### src/rtl/rvm_lsu.sv
// rvm_lsu: load/store unit between the core control FSM and the data memory.
//
// Accepts one load or store at a time. The access is presented as a
// word-aligned memory cycle with byte lanes. The unit holds that cycle across
// memory stalls, then extracts and extends the load data. It finishes with a
// one-cycle response pulse that carries an error flag.
//
// Handshake: a request transfers on a clock edge where req_valid && req_ready.
// req_ready is high only in IDLE. The response has no backpressure: rsp_valid
// is high for exactly one cycle, and the consumer must take it then.
// mem_stall applies only while mem_c_en is high. mem_rdata/mem_error are
// sampled in the cycle after the unstalled access cycle.
//
// Ports:
//   clk, reset      clock, asynchronous active-high reset
//   req_*           request (valid/ready, store, size, signed, addr, wdata)
//   rsp_*           registered response (valid pulse, rdata, error)
//   mem_*           memory port (addr, wdata, c_en, b_en out; rdata, error,
//                   stall in)
//   fsm_state       current FSM state (0 IDLE, 1 ACCESS, 2 CAPTURE, 3 RESP)
//
// Build option: define RVM_LSU_MISALIGN_TRAP_EN to reject misaligned half and
// word requests with an error and no memory access. Without it, the access
// is made to the aligned half or word that contains the address.
module rvm_lsu (
    input  logic        clk,
    input  logic        reset,
    input  logic        req_valid,
    output logic        req_ready,
    input  logic        req_store,
    input  logic [1:0]  req_size,
    input  logic        req_signed,
    input  logic [31:0] req_addr,
    input  logic [31:0] req_wdata,
    output logic        rsp_valid,
    output logic [31:0] rsp_rdata,
    output logic        rsp_error,
    output logic [31:0] mem_addr,
    input  logic [31:0] mem_rdata,
    output logic [31:0] mem_wdata,
    output logic        mem_c_en,
    output logic [3:0]  mem_b_en,
    input  logic        mem_error,
    input  logic        mem_stall,
    output logic [1:0]  fsm_state
);

    typedef enum logic [1:0] {
        IDLE    = 2'd0,
        ACCESS  = 2'd1,
        CAPTURE = 2'd2,
        RESP    = 2'd3
    } state_t;

    state_t      state;
    logic        r_store;
    logic [1:0]  r_size;
    logic        r_signed;
    logic [31:0] r_addr;
    logic [31:0] r_wdata;

    logic        bad_req;
    logic [1:0]  lane_off;
    logic [3:0]  lane_en;
    logic [31:0] lane_data;
    logic [31:0] shifted;
    logic [31:0] load_val;

    // Requests that never reach memory: illegal size, plus misaligned
    // half/word accesses when trapping is built in.
    always_comb begin
        bad_req = (req_size == 2'b11);
`ifdef RVM_LSU_MISALIGN_TRAP_EN
        if (req_size == 2'b01 && req_addr[0])
            bad_req = 1'b1;
        if (req_size == 2'b10 && req_addr[1:0] != 2'b00)
            bad_req = 1'b1;
`endif
    end

    // Lane selection from the registered request. Half and word accesses
    // drop the low address bits, so an unchecked misaligned access lands on
    // the aligned unit that contains the address.
    always_comb begin
        lane_off  = 2'b00;
        lane_en   = 4'b1111;
        lane_data = r_wdata;
        case (r_size)
            2'b00: begin
                lane_off  = r_addr[1:0];
                lane_en   = 4'b0001 << r_addr[1:0];
                lane_data = {4{r_wdata[7:0]}};
            end
            2'b01: begin
                lane_off  = {r_addr[1], 1'b0};
                lane_en   = r_addr[1] ? 4'b1100 : 4'b0011;
                lane_data = {2{r_wdata[15:0]}};
            end
            default: begin
                lane_off  = 2'b00;
                lane_en   = 4'b1111;
                lane_data = r_wdata;
            end
        endcase
    end

    // Load extraction, used only in CAPTURE.
    always_comb begin
        shifted  = mem_rdata >> {lane_off, 3'b000};
        load_val = shifted;
        case (r_size)
            2'b00: load_val = r_signed ? {{24{shifted[7]}}, shifted[7:0]}
                                       : {24'd0, shifted[7:0]};
            2'b01: load_val = r_signed ? {{16{shifted[15]}}, shifted[15:0]}
                                       : {16'd0, shifted[15:0]};
            default: load_val = shifted;
        endcase
    end

    // The memory port decodes only from state and registered request. An
    // async reset of state therefore drops mem_c_en immediately.
    assign mem_c_en  = (state == ACCESS);
    assign mem_addr  = mem_c_en ? {r_addr[31:2], 2'b00} : 32'd0;
    assign mem_b_en  = mem_c_en ? lane_en : 4'd0;
    assign mem_wdata = (mem_c_en && r_store) ? lane_data : 32'd0;
    assign req_ready = (state == IDLE);
    assign fsm_state = state;

    always_ff @(posedge clk or posedge reset) begin
        if (reset) begin
            state     <= IDLE;
            r_store   <= 1'b0;
            r_size    <= 2'b00;
            r_signed  <= 1'b0;
            r_addr    <= 32'd0;
            r_wdata   <= 32'd0;
            rsp_valid <= 1'b0;
            rsp_rdata <= 32'd0;
            rsp_error <= 1'b0;
        end else begin
            case (state)
                IDLE: begin
                    rsp_valid <= 1'b0;
                    if (req_valid) begin
                        r_store  <= req_store;
                        r_size   <= req_size;
                        r_signed <= req_signed;
                        r_addr   <= req_addr;
                        r_wdata  <= req_wdata;
                        if (bad_req) begin
                            state     <= RESP;
                            rsp_valid <= 1'b1;
                            rsp_error <= 1'b1;
                            rsp_rdata <= 32'd0;
                        end else begin
                            state <= ACCESS;
                        end
                    end
                end
                ACCESS: begin
                    if (!mem_stall)
                        state <= CAPTURE;
                end
                CAPTURE: begin
                    state     <= RESP;
                    rsp_valid <= 1'b1;
                    rsp_error <= mem_error;
                    rsp_rdata <= (mem_error || r_store) ? 32'd0 : load_val;
                end
                RESP: begin
                    state     <= IDLE;
                    rsp_valid <= 1'b0;
                end
                default: state <= IDLE;
            endcase
        end
    end

endmodule

### config.mk
export PLATFORM = sky130hd
export DESIGN_NAME = rvm_lsu
export DESIGN_NICKNAME = d
export VERILOG_FILES = /design/src/rtl/rvm_lsu.sv
export SDC_FILE = /design/constraint.sdc
export NUM_CORES = 1
export LEC_CHECK = 0
export CORE_AREA = 2 2 79 156
export DETAILED_ROUTE_END_ITERATION = 10
export DIE_AREA = 0 0 81 158
export PLACE_DENSITY = 0.84
export SYNTH_ARGS = -nofsm -noshare
export SYNTH_HDL_FRONTEND = slang
export SYNTH_SLANG_ARGS = --single-unit
### constraint.sdc
create_clock -name clk -period 5.85 [get_ports clk]
set_clock_uncertainty 0.05 [all_clocks]
set_input_delay 1.17 -clock clk [delete_from_list [all_inputs] [get_ports clk]]
set_output_delay 1.17 -clock clk [all_outputs]
set_load 0.02 [all_outputs]
=== After elaboration in Yosys (flattened, before gate mapping) ===
Cells that the tools add are included.

* Multiplexer cells: 24
* Equality and inequality tests: 8
* Shifts and indexed selects: 2
* Reductions and logical operators: 9

{| class="wikitable"
|+ Operator list
! kind !! count
|-
| 32-bit two-way mux || 7
|-
| 32-bit one-hot mux with 2 select lines || 3
|-
| 32-bit by 5-bit right shift with 32-bit output || 1
|-
| 4-bit two-way mux || 2
|-
| 2-bit one-hot mux with 4 select lines || 1
|-
| 4-bit one-hot mux with 2 select lines || 1
|-
| 2-bit equality test, second input constant || 3
|-
| 2-bit two-way mux || 3
|-
| 2-bit by 1-bit equality test with 1-bit output, second input constant || 2
|-
| 2-bit logical NOT || 2
|-
| 1-bit two-way mux || 4
|-
| 2-bit != test, second input constant || 2
|-
| 2-bit one-hot mux with 2 select lines || 1
|-
| 2-bit AND reduction || 2
|-
| 1-bit by 2-bit << shifter with 4-bit output, first input constant || 1
|-
| 1-bit one-hot mux with 3 select lines || 1
|-
| 3-bit AND reduction || 1
|-
| 3-bit nonzero test || 1
|-
| 2-bit by 1-bit != test with 1-bit output, second input constant || 1
|-
| 1-bit one-hot mux with 2 select lines || 1
|-
| 2-bit nonzero test || 1
|-
| 1-bit logical AND || 1
|-
| 1-bit logical OR || 1
|}

* Output and inout bits: 106
* Register bits after elaboration: 104

=== Logic depth before layout (Yosys ltp) ===
* Word-level depth: 7
* Mapped depth: 9
* Depth with buffers taken out: 7

=== Least setup slack after synthesis ===
OpenSTA, ideal clock, no wires.

* Kind: register to output
* From: reg state[1] (netlist: fsm_state[1])
* To: out mem_wdata[12]
* Arrival: 1.748 ns
* Stages on the path, launching flop included: 6
* Path slack: 2.882 ns
* Path buffers: 1
* Required time: 4.630 ns
* Path through: dfrtp_1 > inv_1 > ha_1 > nand2_1 > clkbuf_1 > a21oi_1

* Word-level cells in the longest chain between the ends: 3

{| class="wikitable"
|+ RTL lines
! item !! line !! RTL
|-
| start: declaration || 55 || <nowiki>state_t state;</nowiki>
|-
| start signal: assignment || 131 || <nowiki>state <= IDLE;</nowiki>
|-
| start signal: assignment || 151 || <nowiki>state <= RESP;</nowiki>
|-
| start signal: assignment || 156 || <nowiki>state <= ACCESS;</nowiki>
|-
| 2-bit by 1-bit equality test with 1-bit output || 122 || <nowiki>assign mem_c_en = (state == ACCESS);</nowiki>
|-
| via mem_c_en || 41 || <nowiki>output logic mem_c_en,</nowiki>
|-
| 1-bit logical AND || 125 || <nowiki>assign mem_wdata = (mem_c_en && r_store) ? lane_data : 32'd0;</nowiki>
|-
| 32-bit two-way mux || 125 ||
|-
| end: declaration || 40 || <nowiki>output logic [31:0] mem_wdata,</nowiki>
|}

The timed path passes the listed nets, and every way through them passes these cells.

=== Worst setup path after layout ===
* From: reg r_size[1]
* To: out mem_b_en[1]

* Word-level cells in the longest chain between the ends: 3
* Elaborated cells between the ends (all ways): 4
* Those cells by class: 1 x eq/ne; 2 x mux; 1 x reduce/logical

{| class="wikitable"
|+ RTL lines
! item !! line !! RTL
|-
| start: declaration || 57 || <nowiki>logic [1:0] r_size;</nowiki>
|-
| start signal: assignment || 146 || <nowiki>r_size <= req_size;</nowiki>
|-
| 2-bit by 1-bit equality test with 1-bit output or 2-bit logical NOT (tied branches) || 88 || <nowiki>case (r_size)</nowiki>
|-
| 4-bit one-hot mux with 2 select lines (*) || 88 ||
|-
| 4-bit two-way mux (*) || 124 || <nowiki>assign mem_b_en = mem_c_en ? lane_en : 4'd0;</nowiki>
|-
| end: declaration || 42 || <nowiki>output logic [3:0] mem_b_en,</nowiki>
|}

Every way passes the cells marked *; elsewhere a longest branch is shown, timed or not.

==> results.yml <==
clock_tree:
  clk_root_buffer_cell: "clkbuf_16"
  cts-buffers-inserted: 9
  h-tree-depth: 3
  post_cts.repair.setup_buffers: 0
  cts_buffer_depth: 2
  cts_tree: "done"
  clk_pin_slew_worst_paths_ps: 70
  cts_resized: 0
  ctsHoldBuffers: 0
  insertion_delay_ps: 340
  clkSinkCount: 104
floorplanning:
  coreArea_sq_um: 11600
  die_w_microns: 81
  rows: 56
  start_util_pct: 45.7
  dieArea_sq_um: 12800
  dieHeight_microns: 158
  io_pins: 211
setup_path:
  path_buf_inv: 1
  cp.arrival_ps: 2980
  worstPathRequired_ps: 4630
  critical_path_peak_fanout: 50
  critPathMaxStageDelay_ps: 970
  end_kind: "output pin"
  reg2regPathDepth: 3
  cp_cell_sequence: "nand2b_1, nand2_1, nor2_1, clkdlybuf4s50_1"
  cp_slowest_cell: "dfrtp_2"
  crit_type: "flip-flop to output pin"
  worst-path-stages: 4
  cpLargestDelayFamily: "simple AND/OR/NAND/NOR gates"
  reg2reg_slack_ps: 3060
  start_kind: "flip-flop"
detailed_routing:
  drtIter0Drc: 249
  drc_errors: 0
  top_layer: "met4"
  wl_met1_microns: 5330
  ant_nets: 0
  vias_per_cell: 5.50
  wl_met2_microns: 8530
  dr.pass1.iters: 5
  wl_per_cell_microns: 19.6
  wl_microns: 15800
  vias: 4440
  routed-wl-met3_microns: 1010
grt:
  grt_max_degree: 78
  grt-ovfl-total: 0
  antenna_found_initial: 0
  grt_util_all_layers_pct: 24.8
  grt_pass1_vias: 4768
  grt_pass1_wl_microns: 23900
finish:
  final_area_sq_um: 7700
  area_growth_pct: 44.9
  fin_nets: 767
  final.fill_count: 914
  multiInputGateArea_sq_um: 2500
  insertedDiodeCount: 0
  layout_common_cells: "clkdlybuf4s50_1 (208), dfrtp_1 (103), mux2_2 (76), and2_1 (34), nor2_1 (33)"
  final_common_cell: "clkdlybuf4s50_1"
  ff_latch_area_sq_um: 2600
  drive_gt1_share_pct: 16.0
  instances_no_fill: 808
outcome:
  outcome: "complete, no violations"
power:
  swShare_pct: 39.8
  internal-power_uw: 2350
  clockPowerShare_pct: 14.9
  p_comb_share_pct: 50.2
  p_per_area_nw_per_um2: 506
  p_switching_uw: 1550
  seq_power_share_pct: 35.0
  p_leak_uw: 0.00323
  power.total_uw: 3900
  peakVddDrop_mv: 0.275
timing:
  tightest_slew_ps: 1120
  slew_viol_final: 0
  setup_viol_count_final: 0
  maxSlewHeadroom_pct: 25.2
  rsz0062_at_grt: "false"
  hold_viol_final: 0
  fmax_mhz: 238
  layout_setup_ws_ps: 1650
  finalCriticalPeriod_ps: 4200
  period_share_pct: 71.8
  finalSetupTns_ps: 0
placed_design:
  dpl.hpwl_microns: 11700
  dp.cells: 792
  io_buffers: 208
  gp_congestion: 0.881
  placed_area_sq_um: 7410
  pre_cts_slack_ps: 2030
logic_synthesis:
  synth_ff_type: "dfrtp_1"
  syn_area_per_cell_sq_um: 11.2
  ys_seq_area_share_pct: 49.0
  synth_cells: 475
  synth_edf_count: 0
  ys_ff_latch: 104
  netlist_area_sq_um: 5310
  synthArstFlopShare_pct: 100
  yosys_warnings: 0
  synthDistinctLibCells: 39
worst_hold_path:
  min_delay_path_depth: 2
  hp-class: "flip-flop to flip-flop"
flow_run:
  drv_cap: 0
-- cell families (layout without fill, tap and decap cells) --
group | Yosys count | after routing | share of synthesized area [%]
and+or+nand+nor | 132 | 132 | 12.8
DFF | 104 | 104 | 49.0
muxes | 100 | 100 | 22.7
AOI/OAI and AO/OA | 88 | 88 | 10.4
buffers and inverters | 46 | 233 | 4.12
adders and majority gates | 4 | 4 | 0.942
other | 1 | 2 | 0.0706
-- worst reg2reg max path, stage by stage, from the launching register on --
cell      delay (ps)
dfrtp_2          970
nand2b_1         730
mux4_1           690
a22o_1           230
-- through the flow --
step / utilization [%] / hold slack (ps)
detailed placement: 63.7 / 429
floorplan: - / 421
global route: 66.2 / 468
finish: 66.2 / 444
CTS: 66.2 / 446
global placement: 63.7 / 429
-- power groups by stage --
stage | Combinational, uW | Sequential [uW] | Clock (uW)
2_1_floorplan | 1230 | 1330 | 0
3_3_place_gp | 1910 | 1350 | 0
3_5_place_dp | 1960 | 1380 | 0
4_1_cts | 1970 | 1360 | 591
5_1_grt | 2110 | 1410 | 621
6_report | 1950 | 1360 | 579
-- path summary, 6_finish.rpt --
path                            from       endpoint
max in group asynchronous      reset      r_size[1]
hold reg to reg            rsp_valid      rsp_valid
min in group asynchronous      reset  rsp_rdata[27]
hold / removal             rsp_valid      rsp_valid
setup / recovery           r_size[1]    mem_b_en[1]
setup reg to reg           r_size[1]   rsp_rdata[5]
-- cell usage after synthesis (2+ instances only) --
| cell | instances | area share, % |
|---|---|---|
| buf_2 | 13 | 1.2 |
| nand2_1 | 31 | 2.2 |
| buf_4 | 3 | 0.42 |
| nor2_1 | 33 | 2.3 |
| buf_1 | 6 | 0.42 |
| a22oi_1 | 17 | 2.4 |
| inv_1 | 7 | 0.49 |
| o21a_1 | 2 | 0.28 |
| and2_1 | 34 | 4.0 |
| a22o_1 | 8 | 1.3 |
| a21oi_1 | 26 | 2.4 |
| mux4_1 | 6 | 3.0 |
| and3_1 | 8 | 0.94 |
| ha_1 | 4 | 0.94 |
| o21ai_0 | 2 | 0.19 |
| mux2i_1 | 17 | 3.2 |
| nor2_2 | 2 | 0.24 |
| dfrtp_1 | 104 | 49 |
| mux2_2 | 76 | 16 |
| clkbuf_1 | 15 | 1.1 |
| a31oi_1 | 11 | 1.3 |
| o21ai_1 | 16 | 1.5 |
| o22ai_1 | 2 | 0.24 |
| nand2b_1 | 17 | 2.0 |
-- state kept, by name, indices dropped and copies added, names as in the netlist --
signal     flops
rsp_valid      1
rsp_rdata     32
r_size         2
r_addr        32
r_wdata       32
fsm_state      2
r_signed       1
rsp_error      1
r_store        1
-- layout make-up --
class / count / share of cell area [%]
clock inverter: 7 / 0.796
inverter: 7 / 0.374
sequential: 104 / 33.8
clock buffer: 9 / 2.93
tap: 145 / 2.36
multi-input combinational: 326 / 32.5
timing repair buffer: 210 / 27.2
-- per-layer routing --
metal | GRT usage (%) | vias up
met4 | 16.3 | 0
met5 | 0 | -
met1 | 25.3 | 2135
met2 | 44.2 | 214
met3 | 5.47 | 61
li1 | - | 2030
Note: power is estimated with default switching activity, not from simulation.
